`config.mk`:
```
export PLATFORM = sky130hd
export DESIGN_NAME = i2s_tx_serializer_flat
export DESIGN_NICKNAME = d
export VERILOG_FILES = /design/src/rtl/i2s_tx_serializer_if.sv /design/src/rtl/i2s_tx_serializer.sv /design/src/flat_wrapper.sv
export SDC_FILE = /design/constraint.sdc
export NUM_CORES = 1
export LEC_CHECK = 0
export ABC_AREA = 1
export ABC_CLOCK_PERIOD_IN_PS = 2300
export BUFFER_PORTS_ARGS = -buffer_cell sky130_fd_sc_hd__buf_2
export CORE_MARGIN = 4
export CORE_UTILIZATION = 50
export CTS_CLUSTER_SIZE = 28
export DETAILED_ROUTE_END_ITERATION = 7
export PLACE_DENSITY = 0.73
export SYNTH_ARGS = -nofsm -noshare
export SYNTH_HDL_FRONTEND = slang
export SYNTH_SLANG_ARGS = --single-unit
```
`constraint.sdc`:
```
create_clock -name clk -period 2.3 [get_ports clk]
set_clock_uncertainty 0.15 [all_clocks]
set_input_delay 0.46 -clock clk [delete_from_list [all_inputs] [get_ports clk]]
set_output_delay 0.46 -clock clk [all_outputs]
set_load 0.005 [all_outputs]
```
`src/rtl/i2s_tx_serializer_if.sv`:
```
// Sample-pair handshake between the equalizer datapath and the I2S transmitter.
interface i2s_tx_serializer_if #(
    parameter int SAMPLE_W = 16
);
    logic signed [SAMPLE_W-1:0] lft_in;
    logic signed [SAMPLE_W-1:0] rht_in;
    logic                       in_vld;
    logic                       in_rdy;

    modport master (
        output lft_in,
        output rht_in,
        output in_vld,
        input  in_rdy
    );

    modport slave (
        input  lft_in,
        input  rht_in,
        input  in_vld,
        output in_rdy
    );
endinterface

```
`src/rtl/i2s_tx_serializer.sv`:
```
// I2S transmitter: derives MCLK/SCLK/LRCLK from a free-running 10-bit counter
// and shifts one left/right pair per 1024-clock frame MSB-first onto SDin,
// left-justified in 24-bit slots with the I2S one-bit delay.
module i2s_tx_serializer #(
    parameter int SAMPLE_W = 16,
    parameter int SLOT_W   = 24
) (
    input  logic                  clk,
    input  logic                  rst,
    i2s_tx_serializer_if.slave    s_if,
    output logic                  MCLK,
    output logic                  SCLK,
    output logic                  LRCLK,
    output logic                  SDin,
    output logic                  frm_strt,
    output logic                  underrun
);
    localparam int PAD_W = SLOT_W - SAMPLE_W;

    logic [9:0]                 cnt;
    logic [9:0]                 cnt_nxt;
    logic                       frame_load;
    logic                       buf_full;
    logic signed [SAMPLE_W-1:0] buf_lft;
    logic signed [SAMPLE_W-1:0] buf_rht;
    logic signed [SLOT_W-1:0]   lft_sr;
    logic signed [SLOT_W-1:0]   rht_sr;
    logic                       sd;

    // Bit presented in a given slot: slot 0 is the I2S delay bit, slots
    // 1..SLOT_W carry the word MSB first, anything after that is zero.
    function automatic logic slot_bit(input logic signed [SLOT_W-1:0] word,
                                      input logic [4:0] slot);
        logic              bit_val;
        logic [SLOT_W-1:0] sh;
        bit_val = 1'b0;
        sh      = '0;
        if (slot != 5'd0 && int'(slot) <= SLOT_W) begin
            sh      = word >> (SLOT_W - int'(slot));
            bit_val = sh[0];
        end
        return bit_val;
    endfunction

    assign cnt_nxt     = cnt + 10'd1;
    assign frame_load  = (cnt == 10'h3FF);
    assign MCLK        = cnt[1];
    assign SCLK        = cnt[3];
    assign LRCLK       = cnt[9];
    assign SDin        = sd;
    assign s_if.in_rdy = ~buf_full;

    // Free-running frame timing counter.
    always_ff @(posedge clk) begin
        if (rst) begin
            cnt <= '0;
        end else begin
            cnt <= cnt_nxt;
        end
    end

    // Holding buffer capture and frame load: buffered pair first, then a
    // same-cycle bypass, otherwise the shift registers keep the last pair
    // and are retransmitted as-is.
    always_ff @(posedge clk) begin
        if (rst) begin
            buf_full <= 1'b0;
            buf_lft  <= '0;
            buf_rht  <= '0;
            lft_sr   <= '0;
            rht_sr   <= '0;
            frm_strt <= 1'b0;
            underrun <= 1'b0;
        end else begin
            frm_strt <= 1'b0;
            underrun <= 1'b0;
            if (frame_load) begin
                if (buf_full) begin
                    lft_sr   <= {buf_lft, {PAD_W{1'b0}}};
                    rht_sr   <= {buf_rht, {PAD_W{1'b0}}};
                    buf_full <= 1'b0;
                    frm_strt <= 1'b1;
                end else if (s_if.in_vld) begin
                    lft_sr   <= {s_if.lft_in, {PAD_W{1'b0}}};
                    rht_sr   <= {s_if.rht_in, {PAD_W{1'b0}}};
                    frm_strt <= 1'b1;
                end else begin
                    underrun <= 1'b1;
                end
            end else if (s_if.in_vld && !buf_full) begin
                buf_lft  <= s_if.lft_in;
                buf_rht  <= s_if.rht_in;
                buf_full <= 1'b1;
            end
        end
    end

    // Serial data changes with the SCLK falling edge for the upcoming slot.
    always_ff @(posedge clk) begin
        if (rst) begin
            sd <= 1'b0;
        end else if (cnt[3:0] == 4'hF) begin
            sd <= slot_bit(cnt_nxt[9] ? rht_sr : lft_sr, cnt_nxt[8:4]);
        end
    end
endmodule

```
`src/flat_wrapper.sv`:
```
// flat-port wrapper written by rule: the top's interface ports become plain ports
module i2s_tx_serializer_flat 
#(
    parameter int SAMPLE_W = 16,
    parameter int SLOT_W   = 24
)
  (clk, rst, MCLK, SCLK, LRCLK, SDin, frm_strt, underrun, s_if_lft_in, s_if_rht_in, s_if_in_vld, s_if_in_rdy);
  i2s_tx_serializer_if #(.SAMPLE_W(SAMPLE_W)) s_if_i ();
  input  logic clk;
  input  logic rst;
  output logic MCLK;
  output logic SCLK;
  output logic LRCLK;
  output logic SDin;
  output logic frm_strt;
  output logic underrun;
  input wire logic [$bits(s_if_i.lft_in)-1:0] s_if_lft_in;
  input wire logic [$bits(s_if_i.rht_in)-1:0] s_if_rht_in;
  input wire logic [$bits(s_if_i.in_vld)-1:0] s_if_in_vld;
  output wire logic [$bits(s_if_i.in_rdy)-1:0] s_if_in_rdy;
  assign s_if_i.lft_in = s_if_lft_in;
  assign s_if_i.rht_in = s_if_rht_in;
  assign s_if_i.in_vld = s_if_in_vld;
  assign s_if_in_rdy = s_if_i.in_rdy;
  i2s_tx_serializer #(.SAMPLE_W(SAMPLE_W), .SLOT_W(SLOT_W)) u_core (.clk(clk), .rst(rst), .s_if(s_if_i), .MCLK(MCLK), .SCLK(SCLK), .LRCLK(LRCLK), .SDin(SDin), .frm_strt(frm_strt), .underrun(underrun));
endmodule
```
==> Yosys cells after proc, flatten, opt, wreduce, memory -nomap -nowiden <==
Index checks and enable logic that the tools add are counted.
W data, S select, Z words.
{ "word_totals": {"ff_bits": 94, "wordCells": 36, "input_bits": 35} }
{ "op_classes": {"n_reduce_logical": 10, "mux": 9, "order_cmp": 1, "bitwise": 2, "n_shift": 1, "eq_ne": 2, "n_addsub": 2} }
{ "op_table": {"columns": ["op", "count"], "rows": [
  ["$mux W24", 5],
  ["$shr A24 B32 Y1", 1],
  ["$add A10 B1 Y10 const B", 1],
  ["$eq A10 B10 Y1 const B", 1],
  ["$sub A5 B5 Y6 const A", 1],
  ["$le A5 B5 Y1 const B", 1],
  ["$reduce_bool A5 Y1", 1],
  ["$eq A4 B4 Y1 const B", 1],
  ["$mux W1", 4],
  ["$reduce_and A2 Y1", 2],
  ["$reduce_or A2 Y1", 2],
  ["$reduce_or A3 Y1", 1],
  ["$logic_and A1 B1 Y1", 2],
  ["$not A1 Y1", 2],
  ["$reduce_bool A2 Y1", 1],
  ["$logic_not A1 Y1", 1]
]} }

==> Logic depth before layout (Yosys ltp) <==
{ "depth": {"ltp_word": 4, "mapped_depth": 15, "mapped_depth_nobuf": 14} }

==> Worst setup path before layout <==
Ideal clock, no wire load.
{ "synth_path": {"path_kind": "reg-to-reg", "startpoint": "reg u_core.cnt[1]", "endpoint": "reg u_core.sd, in the netlist u_core.SDin", "setup_slack_ps": 58, "setup_ps": 67, "n_path_buf": 1, "synth_period_minus_slack_ps": 2242, "path_stages_with_launch": 15, "t_required_ps": 2083, "arrival_ps": 2024, "path_cell_list": "dfxtp_1 > ha_1 > nand2_1 > nor2_2 > xor2_1 > buf_4 > ha_1 > nand2_1 > nand2_1 > xor2_1 > and2_1 > nand2_1 > nand2_1 > nand2_1 > a21oi_2"} }
{ "synth_via": {"elab_chain_cells": 4, "elab_cells_between_ends": 9, "classes_between": "add/sub (2); order compare (1); eq/ne (1); shift (1); mux (2); reduce/logical (2)"} }
{ "synth_lines": {"columns": ["element", "line_no", "source"], "rows": [
  ["start, declared", "i2s_tx_serializer.sv:20", "logic [9:0] cnt;"],
  ["start signal, assigned", "i2s_tx_serializer.sv:58", "cnt <= cnt_nxt;"],
  ["$add A10 B1 Y10", "i2s_tx_serializer.sv:45", "assign cnt_nxt = cnt + 10'd1;"],
  ["$sub A5 B5 Y6, or another cell as far along", "i2s_tx_serializer.sv:39", "sh = word >> (SLOT_W - int'(slot));"],
  ["$shr A24 B32 Y1 / $logic_and A1 B1 Y1 (equally long branches)", "i2s_tx_serializer.sv:39, i2s_tx_serializer.sv:38", null],
  ["$mux W1", "i2s_tx_serializer.sv:38", "if (slot != 5'd0 && int'(slot) <= SLOT_W) begin"],
  ["end signal, assigned", "i2s_tx_serializer.sv:103", "sd <= slot_bit(cnt_nxt[9] ? rht_sr : lft_sr, cnt_nxt[8:4]);"],
  ["end, declared", "i2s_tx_serializer.sv:28", "logic sd;"]
]} }
Parallel ways exist; a longest one is shown, timed or not.
A chain may end at the register's enable or synchronous reset.

==> Final worst setup path <==
Same ends and word-level chain as after synthesis.

==> metrics.yaml <==
final_layout:
  drive_gt1_share_pct: 18.8
  area_growth_pct: 17.5
  instances_no_fill: 634
  fin_area_um2: 4170
  fin_util_pct: 61.0
  mostFrequentLayoutCell: "nand2_1"
  most-common-layout-cells: "nand2_1 (155), dfxtp_1 (75), buf_2 (41), nand3_1 (36)"
  n_antenna_cell: 0
  nets: 571
logic_synthesis:
  synth_cells: 496
  syn_area_per_cell_um2: 7.15
  ys_async_sr_fraction_pct: 0
  synth-edff-count: 0
  synth_warnings: 0
  syn_area_um2: 3550
  ys.flop_type: "dfxtp_1"
  syn_nets: 533
  synth_seq_cells: 78
  yosysSeqAreaShare_pct: 44.0
  yosysUniqueCellTypes: 29
placement:
  placedInstanceArea_um2: 3830
  pre_cts_ws_ns: -0.0119
  place_congestion: 1.01
  portBuffers: 41
  dp_cells: 613
  dp_hpwl_um: 5570
die:
  pin_count: 42
  die_h_um: 92.2
  core.rowCount: 30
  core-area_um2: 6830
  dieWidth_um: 92.2
  start_util_pct: 51.9
  dieArea_um2: 8510
grt:
  antenna_found_initial: 0
  grt_pass1_vias: 3186
  grt-ovfl-total: 0
  grt_max_degree: 65
  grt_pass1_wl_um: 14800
  grtUsageTotal_pct: 21.4
sta:
  drv_slew: 0
  final.setup.tns_ns: 0
  fmax_mhz: 459
  hold_ws_ns: 0.213
  fin_crit_ns: 2.18
  period_share_pct: 94.8
  setup_viol: 0
  max_slew_margin_pct: 68.1
  worst_pin_slew_ns: 0.477
  hold_viol: 0
  setup_ws_ns: 0.120
power_and_ir_drop:
  internal_power_mw: 2.06
  p_clk_share_pct: 40.4
  switchingPower_mw: 0.641
  swShare_pct: 23.7
  powerDensity_nw_per_um2: 648
  total_power_mw: 2.70
  power_frac_seq_pct: 52.3
  leakage_nw: 1.73
  max-vdd-ir-drop_uv: 357
  p_comb_share_pct: 7.2
routing:
  firstDrtPassIters: 5
  avgRoutedWirePerCell_um: 13.6
  drt_iter0_drc: 256
  vias: 3385
  drc: 0
  viasPerCell: 5.34
  ant_nets: 0
  wl_um: 8640
cts:
  cts_buffers: 9
  max-clock-path-buffers: 2
  cts_tree: "done"
  clk_pin_slew_worst_paths_ns: 0.08
  clock_sinks: 78
  htreeDepth: 3
  cts_root_buffer: "clkbuf_8"
  clkLatencyLatePin_ns: 0.35
outcome:
  status: "complete, no violations"
setup_path:
  crit_family: "simple AND/OR/NAND/NOR gates"
  path_cells: "ha_4 > nand2_4 > nor2_4 > xor2_2 > ha_2 > nand2_2 > nand2_4 > xor2_2 > and2_1 > nand2_1 > nand2_1 > nand2_1 > a21oi_2"
  critPathLaunchType: "flip-flop"
  reg2reg_from: "u_core.cnt[1]"
  max_stage_delay_ns: 0.37
  cp.arrival_ns: 2.31
  critPathKind: "reg -> reg"
  crit_fanout: 4
  worst_ep_required_time_ns: 2.43
  crit_slowest_cell: "dfxtp_2"
  worst_setup_path_end_kind: "flip-flop"
  timing.critical_path.mode_cell: "nand2_1"
  critPathLaunch: "u_core.cnt[1]"
  critical_path_buf_inv_count: 0
min_path:
  hp-class: "in -> reg"
  hold_path.startpoint: "s_if_lft_in[3]"
flow_run:
  drv_cap: 0
[metal layers]
layer  wire length [µm]  track usage (%)  vias to the layer above
met3                410             3.53                       20
met5                  0                0                        -
met1               3940             28.6                     1567
met2               4110             34.4                      101
li1                   -                -                     1697
met4                178             8.79                        0
[cells by family after synthesis]
kind of cell             share of synthesized area, %
AND/OR/NAND/NOR                                  29.9
AO/OA/AOI/OAI                                    15.5
flip-flops                                       44.0
buffers and inverters                            8.11
XOR/XNOR                                         1.73
adder cells (fa/ha/maj)                         0.705
[worst reg2reg max path, stage by stage, from the launching register on]
cell and delay [ns]:
dfxtp_2 0.37, ha_4 0.16, nand2_4 0.06, nor2_4 0.18
xor2_2 0.23, ha_2 0.22, nand2_2 0.09, nand2_4 0.11
xor2_2 0.15, and2_1 0.15, nand2_1 0.05, nand2_1 0.05
nand2_1 0.05, a21oi_2 0.10
[sequential cells by signal (all words and copies together) (netlist names)]
signal,cells
u_core.underrun,1
u_core.SDin,1
u_core.lft_sr,16
u_core.frm_strt,1
u_core.buf_full,1
u_core.buf_lft,16
u_core.cnt,10
u_core.buf_rht,16
u_core.rht_sr,16
[power groups by stage]
| stage | Combinational (mW) | Clock [mW] | Sequential [mW] |
|---|---|---|---|
| 2_1_floorplan | 0.123 | 0 | 1.43 |
| 3_3_place_gp | 0.192 | 0 | 1.44 |
| 3_5_place_dp | 0.197 | 0 | 1.44 |
| 4_1_cts | 0.197 | 1.10 | 1.41 |
| 5_1_grt | 0.227 | 1.17 | 1.42 |
| 6_report | 0.196 | 1.09 | 1.41 |
[final cells by class]
cell class	instances	area, µm²
fill	621	2660
multi-input combinational	348	1780
sequential	78	1570
timing repair buffer	58	349
inverter	39	150
clock buffer	10	128
tap	96	120
clock inverter	5	75.1
[cells in the mapped netlist, types with 5 or more instances]
cell type  count  area share (%)
buf_2         11             1.6
inv_1         36             3.8
nor2_1        12             1.3
nor3_1         5            0.71
nand3b_1      11             2.3
a31oi_1       32             5.6
o21ai_0       35             4.9
nand2_1      158              17
xor2_1         7             1.7
dfxtp_1       78              44
clkbuf_1      18             1.9
a21oi_1       33             4.7
nand3_1       38             5.4
[final timing paths]
kind / end / slack [ns] / cells after the start
min: u_core.buf_lft[3] / 0.21 / 3
max: u_core.SDin / 0.12 / 13
min reg2reg: u_core.cnt[0] / 0.31 / 1
max reg2reg: u_core.SDin / 0.12 / 13
[what timing repair did]
item,CTS,global route
buffers inserted,0,6
setup endpoints to repair,1,1
pin swaps,0,6
resized for setup,2,20
hold buffers,0,0
(Power assumes the default switching activity.)
